$ cat config.mk
export PLATFORM = sky130hd
export DESIGN_NAME = pipeline_fetch_ctrl
export DESIGN_NICKNAME = d
export VERILOG_FILES = /design/src/rtl/pipeline_fetch_ctrl.sv
export SDC_FILE = /design/constraint.sdc
export NUM_CORES = 1
export LEC_CHECK = 0
export CAP_MARGIN = 10
export CORE_ASPECT_RATIO = 0.6
export CORE_UTILIZATION = 51
export DETAILED_ROUTE_END_ITERATION = 12
export PLACE_DENSITY = 0.76
export SETUP_SLACK_MARGIN = 0.4
export SLEW_MARGIN = 15
export SYNTH_ARGS = -nofsm -noshare
export SYNTH_HDL_FRONTEND = slang
export SYNTH_SLANG_ARGS = --single-unit
$ cat constraint.sdc
create_clock -name clk -period 5.8 [get_ports clk]
set_clock_uncertainty 0.1 [all_clocks]
set_input_delay 1.16 -clock clk [delete_from_list [all_inputs] [get_ports clk]]
set_output_delay 1.16 -clock clk [all_outputs]
set_load 0.1 [all_outputs]
$ cat src/rtl/pipeline_fetch_ctrl.sv
// pipeline_fetch_ctrl: credit-based fetch, in-order instruction queue and stage occupancy tracking; `PERF_CNT_EN adds retire/flush counters
module pipeline_fetch_ctrl #(
  parameter int XLEN = 32,
  parameter int NUM_STAGES = 5,
  parameter int IQ_DEPTH = 4,
  parameter int CNT_W = 16,
  parameter logic [XLEN-1:0] RESET_PC = '0
) (
  input  logic                  clk,
  input  logic                  rst_n,
  output logic                  imem_req,
  input  logic                  imem_ready,
  output logic [XLEN-1:0]       imem_addr,
  input  logic                  imem_rvalid,
  input  logic [XLEN-1:0]       imem_rdata,
  input  logic                  redir_valid,
  input  logic [XLEN-1:0]       redir_pc,
  input  logic                  stall,
  output logic                  insn_valid,
  output logic [XLEN-1:0]       insn_data,
  output logic [XLEN-1:0]       insn_pc,
  output logic [NUM_STAGES-1:0] stage_valid,
  output logic                  retire,
  output logic [CNT_W-1:0]      cycle_cnt
`ifdef PERF_CNT_EN
  ,
  output logic [CNT_W-1:0]      retire_cnt,
  output logic [CNT_W-1:0]      flush_cnt
`endif
);
  localparam int AW = $clog2(IQ_DEPTH);
  localparam int CW = AW + 1;
  localparam int UW = AW + 2;
  logic [XLEN-1:0] pc;
  logic [CW-1:0] inflight, discard, q_count;
  logic [AW-1:0] q_wp, q_rp, f_wp, f_rp;
  logic [XLEN-1:0] q_data [IQ_DEPTH];
  logic [XLEN-1:0] q_pc [IQ_DEPTH];
  logic [XLEN-1:0] f_pc [IQ_DEPTH];
  logic [UW-1:0] used;
  logic acc, resp, drop, push, pop;
  always_comb begin
    used = {1'b0, inflight} + {1'b0, q_count};
    imem_req = rst_n && !redir_valid && used < UW'(IQ_DEPTH);
    acc = imem_req && imem_ready;
    resp = imem_rvalid && inflight != '0;
    drop = discard != '0;
    push = resp && !drop && !redir_valid;
    insn_valid = q_count != '0;
    pop = insn_valid && !stall && !redir_valid;
    imem_addr = pc;
    insn_data = insn_valid ? q_data[q_rp] : '0;
    insn_pc = insn_valid ? q_pc[q_rp] : '0;
    retire = stage_valid[NUM_STAGES-1] && !stall;
  end
  always_ff @(posedge clk or negedge rst_n) begin
    if (!rst_n) begin
      pc <= RESET_PC;
      inflight <= '0;
      discard <= '0;
      q_count <= '0;
      q_wp <= '0;
      q_rp <= '0;
      f_wp <= '0;
      f_rp <= '0;
      stage_valid <= '0;
      cycle_cnt <= '0;
    end else begin
      cycle_cnt <= cycle_cnt + CNT_W'(1);
      inflight <= inflight + CW'(acc) - CW'(resp);
      f_wp <= f_wp + AW'(acc);
      f_rp <= f_rp + AW'(resp);
      if (redir_valid) begin
        pc <= redir_pc & ~XLEN'(3);
        q_count <= '0;
        q_wp <= '0;
        q_rp <= '0;
        discard <= inflight - CW'(resp);
        stage_valid <= {stall ? stage_valid[NUM_STAGES-1] : stage_valid[NUM_STAGES-2], (NUM_STAGES-1)'(0)};
      end else begin
        pc <= acc ? pc + XLEN'(4) : pc;
        discard <= discard - CW'(resp && drop);
        q_count <= q_count + CW'(push) - CW'(pop);
        q_wp <= q_wp + AW'(push);
        q_rp <= q_rp + AW'(pop);
        stage_valid <= stall ? stage_valid : {stage_valid[NUM_STAGES-2:0], insn_valid};
      end
    end
  end
  always_ff @(posedge clk) begin
    if (acc) f_pc[f_wp] <= pc;
    if (push) begin
      q_data[q_wp] <= imem_rdata;
      q_pc[q_wp] <= f_pc[f_rp];
    end
  end
`ifdef PERF_CNT_EN
  always_ff @(posedge clk or negedge rst_n) begin
    if (!rst_n) begin
      retire_cnt <= '0;
      flush_cnt <= '0;
    end else begin
      retire_cnt <= retire_cnt + CNT_W'(retire);
      flush_cnt <= flush_cnt + CNT_W'(redir_valid);
    end
  end
`endif
  a_rvalid_credit: assert property (@(posedge clk) disable iff (!rst_n) imem_rvalid |-> inflight != '0);
  a_queue_overflow: assert property (@(posedge clk) disable iff (!rst_n) !(push && !pop && q_count == CW'(IQ_DEPTH)));
endmodule

* After elaboration in Yosys (flattened, before gate mapping)
Memories as Yosys holds them, arrays and structs flattened. Cells that the tools add are included.
Word-level totals: register bits after elaboration 70, memory bits (writable) 384, bits of input ports 70, output and inout bits 120, word-level logic and storage cells 61, memories kept 3
Memory list:
- f_pc | words 4, bits a word 32, rd ports 1, clocked after Yosys merged registers in 0, wr ports 1, RTL line 39 | logic [XLEN-1:0] f_pc [IQ_DEPTH];
- q_data | words 4, bits a word 32, rd ports 1, clocked after Yosys merged registers in 0, wr ports 1, RTL line 37 | logic [XLEN-1:0] q_data [IQ_DEPTH];
- q_pc | words 4, bits a word 32, rd ports 1, clocked after Yosys merged registers in 0, wr ports 1, RTL line 38 | logic [XLEN-1:0] q_pc [IQ_DEPTH];
Operators by class: add/subtract/negate cells 13, magnitude comparators 1, equal/unequal tests 1, mux-type cells 15, reduce and logical (&&, ||, !) cells 17
Operators with widths (count):
- $mux W32 | 4
- $add A32 B3 Y32 const B | 1
- $add A16 B1 Y16 const B | 1
- $sub A3 B1 Y3 | 4
- $logic_and A1 B1 Y1 | 10
- $mux W5 | 2
- $reduce_bool A3 Y1 | 3
- $add A2 B1 Y2 | 4
- $add A3 B1 Y3 | 2
- $mux W3 | 2
- $mux W1 | 5
- $add A3 B3 Y4 | 1
- $lt A4 B3 Y1 const B | 1
- $mux W2 | 2
- $logic_not A1 Y1 | 3
- $ne A2 B2 Y1 const B | 1
- $reduce_bool A2 Y1 | 1

* Longest topological paths before layout
Gate-level depths: netlist (run 1).
word-level depth 7, gate-level depth with buffers 11, depth with buffers taken out 9

* Worst setup path before layout (run 1)
Ideal clock, no wire load.
kind input to register, start point input redir_valid, end point memory q_data[1][0], enable pin, setup time 571 ps, data arrival time 6353 ps, required time 5129 ps, slack -1224 ps, stages on the path 3, buffers on the path 1, cells stage by stage clkbuf_1 -> or3_1 -> nor3b_1
On the way: longest elaborated chain between the ends 4
Ends and longest elaborated chain:
- start: declaration | RTL line 16 | input logic redir_valid,
- $logic_not A1 Y1 | RTL line 48 | push = resp && !drop && !redir_valid;
- $logic_and A1 B1 Y1 | RTL line 48
- $mux W1 | RTL line 92 | if (push) begin
- $mux W1 (implied by the code) | RTL line 93 | q_data[q_wp] <= imem_rdata;
- end: declaration | RTL line 37
Every way passes these cells.

* Worst setup path after layout (run 1)
start point register q_count[1], end point output insn_pc[2]
On the way: longest elaborated chain between the ends 2
Ends and longest elaborated chain:
- start: declaration | RTL line 35 | logic [CW-1:0] inflight, discard, q_count;
- start signal: assignment | RTL line 83 | q_count <= q_count + CW'(push) - CW'(pop);
- $reduce_bool A3 Y1 | RTL line 49 | insn_valid = q_count != '0;
- $mux W32 | RTL line 53 | insn_pc = insn_valid ? q_pc[q_rp] : '0;
- end: declaration | RTL line 21 | output logic [XLEN-1:0] insn_pc,
Every way passes these cells.

==> qor.log, run 1 <==
qor: run_status.status complete, no violations
qor: yosys.yosysWarningCount 0
qor: clock_tree.clock_latency 0.54 ns
qor: yosys.synthesis.instances 920
qor: floorplan.core_area 0.03286 sq mm
qor: timing.finalWorstPathRequiredPeriod 4.838 ns
qor: yosys.synthDominantCellAreaShare 64.13%
qor: worst_setup_path.endpoint_kind_of_the_worst_setup_timing_path output port
qor: yosys.post_synth_most_frequent_cells sky130_fd_sc_hd__edfxtp_1 (368), sky130_fd_sc_hd__mux4_2 (92), sky130_fd_sc_hd__dfrtp_1 (68), sky130_fd_sc_hd__and2_1 (64), sky130_fd_sc_hd__nand2_1 (54)
qor: timing.slew_worst_pin 1.065 ns
qor: floorplan.floorplan.die.height 144.4 microns
qor: floorplan.die_width 239.3 microns
qor: floorplan.design.die.area 0.03455 sq mm
qor: place.port-buffer-count 183
qor: floorplan.ios 190
qor: clock_tree.clockRootBuffer sky130_fd_sc_hd__clkbuf_16
qor: clock_tree.cts_max_level 2
qor: clock_tree.ctsLongestPathBuffers 3
qor: global_routing.via_count_of_the_first_global_routing_pass 9197
qor: timing.hold_violations 0
qor: global_routing.initial_antenna_violation_count 0
qor: flow_run.max-cap-violations 0
qor: floorplan.start_util 52.44%
qor: clock_tree.tritoncts_num_sinks 436
qor: yosys.netlist_area 0.01723 sq mm
qor: clock_tree.cts_tree yes
qor: yosys.asyncSetResetFlopFracSynth 15.60%
qor: yosys.synth_enable_flop_cells 368
qor: final_layout.synthToLayoutAreaGrowth 21.22%
qor: timing.setup_violations 0
qor: yosys.synthDominantAreaCellType sky130_fd_sc_hd__edfxtp_1
qor: yosys.synth_top_cells_by_area sky130_fd_sc_hd__edfxtp_1 (64%), sky130_fd_sc_hd__mux4_2 (12%), sky130_fd_sc_hd__dfrtp_1 (9.9%), sky130_fd_sc_hd__and2_1 (2.3%), sky130_fd_sc_hd__nand2_1 (1.2%)
qor: global_routing.globalRoute.totalOverflow 0
qor: timing.setup_tns 0 ns
qor: yosys.cell_variety_after_synth 44
qor: timing.finalCritPeriodShare 83.41%
qor: final_layout.design_area 0.02089 sq mm
qor: worst_setup_path.start_kind flop
qor: drt.antenna_left 0
qor: worst_setup_path.cp_max_fo 41
qor: place.place_congestion 0.8423
qor: place.placement.cell_area 0.01966 sq mm
qor: yosys.share_of_synthesized_area_occupied_by_flip_flops_and_latches 74.00%
qor: drt.firstDrtPassIters 5
qor: timing.slew-limit-headroom 28.80%
qor: yosys.most_frequent_cell_after_synthesis sky130_fd_sc_hd__edfxtp_1
qor: global_routing.largest_net_degree_at_the_start_of_global_routing 69
qor: timing.rsz_0062_raised_after_global_routing no
qor: timing.finalMaxSlewViolations 0
qor: drt.drc 0
qor: final_layout.n_fill_cell 2268
qor: final_layout.antenna_diode_count 0
qor: clock_tree.worst_setup_hold_path_clk_slew 0.07 ns
qor: drt.ratio_of_routed_vias_to_standard_cells 5.671
qor: yosys.postSynthRegisterBits 436
qor: worst_setup_path.cp.required 4.54 ns
qor: final_layout.share_of_post_route_cells_with_drive_strength_above_1 17.26%
qor: worst_hold_path.timing.hold.worst.class reg -> reg
qor: clock_tree.post_cts.repair.setup_buffers 0
qor: clock_tree.hold_buffers 0
qor: timing.timing.fmax 206.7 MHz
qor: drt.post_drt_wl_per_cell 22.18 microns
qor: yosys.syn-mean-instance-area 18.73 sq um
qor: place.dpl.hpwl 22.02 mm
qor: power_and_ir_drop.leakage 7.028 nW
qor: yosys.synthFlopType sky130_fd_sc_hd__edfxtp_1
qor: drt.wl 35.56 mm
qor: floorplan.placementRows 51
qor: worst_setup_path.classification_of_the_worst_setup_path reg -> out
qor: clock_tree.cts.repair.resized 0
qor: global_routing.grt_first_pass_wirelength 54.92 mm
qor: worst_setup_path.critical_path_arrival 3.58 ns
qor: final_layout.fin_nets 1212
qor: power_and_ir_drop.worst_ir_drop_vdd 314.7 uV
qor: clock_tree.cts-buffers-inserted 39
qor: global_routing.globalRouteTotalUtil 21.35%
qor: drt.drt-initial-drc-count 774
qor: power_and_ir_drop.powerDensity 465.3 mW/mm^2
qor: worst_setup_path.r2r_setup_slack 2.56 ns
qor: drt.vias 9090
## sequential cells by signal, indices dropped and copies added (netlist names)
signal,cells
q_rp,2
f_rp,2
cycle_cnt,16
q_pc,120
f_wp,2
inflight,3
q_wp,2
discard,3
imem_addr,30
f_pc,120
q_data,128
stage_valid,5
q_count,3
## layout by cell type (no fill, tap or decap), drive strengths merged, types with 7 or more instances in the layout
cell type and n:
o211ai 12, and3 9, ha 16, nor2 25
and2 64, nand3 23, nand2 54, nand4 15
clkbuf 45, o21ai 20, o311ai 7, clkinv 17
edfxtp 368, dfrtp 68, xnor2 15, clkdlybuf4s50 180
xor2 17, nor3 12, buf 22, mux4 92
inv 19
## cell families after synthesis
kind of cell	Yosys count	synth area share (%)
flip-flops	436	74.00
XOR/XNOR	32	1.626
other	1	0.02176
buffers and inverters	59	1.445
AND/OR/NAND/NOR	220	6.948
multiplexers	100	12.50
adder cells (fa/ha/maj)	18	1.394
AO/OA/AOI/OAI	54	2.062
## cell type report
| type | count | area (sq um) | area share [%] |
|---|---|---|---|
| timing repair buffer | 202 | 1987 | 9.511 |
| sequential | 436 | 12760 | 61.08 |
| multi-input combinational | 428 | 4287 | 20.52 |
| tap | 450 | 563.0 | 2.695 |
| inverter | 17 | 63.81 | 0.3055 |
| clock buffer | 45 | 1018 | 4.875 |
| clock inverter | 25 | 211.5 | 1.012 |
## stage by stage
stage	power (mW)	std cells	hold slack (ns)	worst slack (ns)	util (%)
floorplan	6.436	923	0.3873	0.6802	-
global placement	7.250	1533	0.3545	1.478	59.82
detailed placement	7.305	1533	0.3909	1.450	59.82
global route	10.10	1603	0.4288	0.8151	63.57
CTS	9.809	1603	0.4047	0.9321	63.57
finish	9.721	1603	0.4099	0.9622	63.57
## layer usage
layer | GRT usage, % | share of wire (%)
met1 | 32.77 | 46
met2 | 31.78 | 46
met3 | 4.524 | 6.7
met4 | 4.285 | 1.2
met5 | 0 | 0
## power by group
part           switching (mW)  internal, mW  total (mW)  leakage, nW
Sequential              0.230          3.73        3.96         4.17
Combinational            2.33         0.929        3.26         2.25
Clock                    1.11          1.40        2.51        0.609
## critical path, stage by stage (launching register included)
cell and delay [ns]:
sky130_fd_sc_hd__dfrtp_1 0.46, sky130_fd_sc_hd__nor3_1 0.54, sky130_fd_sc_hd__inv_2 0.49, sky130_fd_sc_hd__buf_4 0.36, sky130_fd_sc_hd__and2_1 0.16, sky130_fd_sc_hd__clkdlybuf4s50_1 0.99
## path summary, 6_finish.rpt
kind,start,end,cells past startpoint
setup / recovery,q_count[1],insn_pc[2],5
hold / removal,cycle_cnt[14],cycle_cnt[14],1
setup reg to reg,inflight[2],f_pc[1][5],7
hold reg to reg,cycle_cnt[14],cycle_cnt[14],1
max in group asynchronous,rst_n,q_rp[0],2
min in group asynchronous,rst_n,imem_addr[15],2
No activity file was read; power rests on OpenSTA's default activity.
==> run 2, diff against run 1 <==
clock period = 3.98 ns   (was 5.8 ns; I/O delays follow)
==> qor.log, run 2 (synthesis gave the netlist of run 1 again) <==
qor: power_and_ir_drop.seq_power_share 41.4%
qor: global_routing.globalRouteTotalUtil 21.97%
qor: clock_tree.clock_latency 0.54 ns
qor: flow_run.max-cap-violations 0
qor: power_and_ir_drop.powerDensity 673.9 mW/mm^2
qor: timing.finalMaxSlewViolations 0
qor: place.dpl.hpwl 23.12 mm
qor: power_and_ir_drop.p_switching 5.346 mW
qor: place.preCtsSetupSlack 0.7409 ns
qor: floorplan.placementRows 51
qor: worst_setup_path.start_kind flop
qor: final_layout.fin_nets 1228
qor: timing.setup_violations 0
qor: timing.finalWorstPathRequiredPeriod 3.404 ns
qor: final_layout.most-common-layout-cells sky130_fd_sc_hd__edfxtp_1 (368), sky130_fd_sc_hd__clkdlybuf4s50_1 (109), sky130_fd_sc_hd__buf_4 (100)
qor: drt.antenna_left 0
qor: drt.vias 9209
qor: floorplan.die_width 239.3 microns
qor: power_and_ir_drop.worst_ir_drop_vdd 430.3 uV
qor: global_routing.met2_track_demand_over_resource 33.11%
qor: place.place_congestion 0.8272
qor: clock_tree.cts_max_level 2
qor: clock_tree.clockRootBuffer sky130_fd_sc_hd__clkbuf_16
qor: drt.drt-initial-drc-count 679
qor: drt.ratio_of_routed_vias_to_standard_cells 5.685
qor: global_routing.globalRouteMet1Util 33.57%
qor: timing.finalCritPeriodShare 85.52%
qor: global_routing.via_count_of_the_first_global_routing_pass 9439
qor: final_layout.regMostFlops q_data
qor: drt.post_drt_wl_per_cell 22.58 microns
qor: drt.drc 0
qor: global_routing.initial_antenna_violation_count 0
qor: timing.slew_worst_pin 1.035 ns
qor: clock_tree.hold_buffers 0
qor: timing.rsz_0062_raised_after_global_routing no
qor: floorplan.core_area 0.03286 sq mm
qor: power_and_ir_drop.clockPowerShare 25.5%
qor: clock_tree.ctsLongestPathBuffers 3
qor: final_layout.finish.utilization 63.56%
qor: power_and_ir_drop.leakage 7.243 nW
qor: final_layout.final_common_cell sky130_fd_sc_hd__edfxtp_1
qor: run_status.status complete, no violations
qor: worst_setup_path.cp_max_fo 63
qor: floorplan.ios 190
qor: final_layout.reg_top3 q_data x128, f_pc x120, q_pc x120
qor: final_layout.antenna_diode_count 0
qor: final_layout.synthToLayoutAreaGrowth 21.21%
qor: clock_tree.cts_tree yes
qor: clock_tree.worst_setup_hold_path_clk_slew 0.07 ns
qor: global_routing.use_met3 4.142%
qor: worst_hold_path.timing.hold.worst.class in -> async
qor: timing.slew-limit-headroom 30.76%
qor: floorplan.start_util 52.44%
qor: timing.hold_violations 0
qor: global_routing.grt_first_pass_wirelength 56.19 mm
qor: final_layout.share_of_post_route_cells_with_drive_strength_above_1 23.85%
qor: worst_setup_path.cp_launch_point q_count[1]
qor: global_routing.busiest_layer met1
qor: power_and_ir_drop.p_int 8.729 mW
qor: floorplan.floorplan.die.height 144.4 microns
qor: timing.timing.fmax 293.8 MHz
qor: worst_setup_path.endpoint_kind_of_the_worst_setup_timing_path output port
qor: power_and_ir_drop.combinationalPowerShare 33.1%
qor: worst_setup_path.r2r_setup_slack 1.12 ns
qor: drt.wl 36.58 mm
qor: timing.setup_slack 0.5763 ns
qor: clock_tree.cts-buffers-inserted 39
qor: worst_setup_path.classification_of_the_worst_setup_path reg -> out
qor: clock_tree.tritoncts_num_sinks 436
qor: global_routing.largest_net_degree_at_the_start_of_global_routing 69
qor: worst_setup_path.reg2regPathDepth 7
qor: worst_setup_path.cp.required 3.08 ns
qor: worst_setup_path.critical_path.reg2reg.startpoint inflight[2]
qor: place.port-buffer-count 183
qor: final_layout.largest_register_ffs 128
qor: floorplan.design.die.area 0.03455 sq mm
qor: drt.firstDrtPassIters 5
qor: timing.setup_tns 0 ns
qor: global_routing.globalRoute.totalOverflow 0
qor: worst_setup_path.r2r-end f_pc[1][3]
qor: final_layout.n_fill_cell 2330
qor: worst_setup_path.critical_path_arrival 2.51 ns
qor: power_and_ir_drop.netSwitchingFraction 37.98%
qor: power_and_ir_drop.fin_total_pwr 14.08 mW
run 2: changes by cell type in the layout (fill, tap and decap cells not counted), moves of 2 or more:
cell,before,now
sky130_fd_sc_hd__clkbuf_1,4,10
sky130_fd_sc_hd__buf_12,2,7
sky130_fd_sc_hd__clkdlybuf4s50_1,180,109
sky130_fd_sc_hd__clkinv_2,12,7
sky130_fd_sc_hd__clkinvlp_4,2,0
sky130_fd_sc_hd__clkinv_1,5,8
sky130_fd_sc_hd__buf_4,18,100
run 2: layout make-up:
| class | instances | area, sq um | share of cell area, % |
|---|---|---|---|
| Clock buffer | 52 | 1055 | 5.050 |
| Clock inverter | 19 | 147.6 | 0.7068 |
| Timing Repair Buffer | 218 | 1992 | 9.536 |
| Inverter | 17 | 66.31 | 0.3175 |
| Multi-Input combinational cell | 428 | 4304 | 20.61 |
| Sequential cell | 436 | 12760 | 61.09 |
| Tap cell | 450 | 563.0 | 2.696 |
run 2: worst max path at each step:
| stage | slack [ns] | endpoint |
|---|---|---|
| 3_3_place_gp | 0.78 | f_pc[3][29] |
| 2_1_floorplan | 0.42 | q_data[1][0] |
| 4_1_cts | 0.54 | insn_pc[16] |
| 5_1_grt | 0.40 | insn_pc[16] |
| 6_report | 0.58 | insn_pc[16] |
| 3_5_place_dp | 0.74 | f_pc[1][29] |
run 2: timing repair:
action | CTS | global route
resized for setup | 1 | 0
setup buffers | 6 | 0
setup endpoints to repair | 16 | 0
run 2: routing by layer:
layer,routed length [microns],vias up
li1,-,4068
met1,16980,4812
met2,16700,282
met3,2320,47
met4,585,0
met5,0,-
run 2: critical path: stages, from the launching register on:
cell and delay, ns:
sky130_fd_sc_hd__dfrtp_1 0.45, sky130_fd_sc_hd__nor3_1 0.52, sky130_fd_sc_hd__inv_4 0.40, sky130_fd_sc_hd__and2_1 0.33
sky130_fd_sc_hd__buf_4 0.26
run 2: power groups by stage:
stage | Clock (mW) | Sequential (mW) | Combinational (mW)
after floorplan | 0 | 6.00 | 3.39
after global placement | 0 | 5.92 | 4.59
after detailed placement | 0 | 5.95 | 4.65
after CTS | 3.66 | 5.83 | 4.71
after global routing | 3.83 | 5.87 | 4.91
final | 3.59 | 5.82 | 4.66
run 2: per-stage QoR:
| step | hold slack (ns) | area (sq um) | instances |
|---|---|---|---|
| 2_1_floorplan | 0.4004 | 17290 | 923 |
| 3_3_place_gp | 0.3559 | 19640 | 1543 |
| 3_5_place_dp | 0.3837 | 19640 | 1543 |
| 4_1_cts | 0.3959 | 20890 | 1620 |
| 5_1_grt | 0.4132 | 20890 | 1620 |
| 6_report | 0.3965 | 20890 | 1620 |
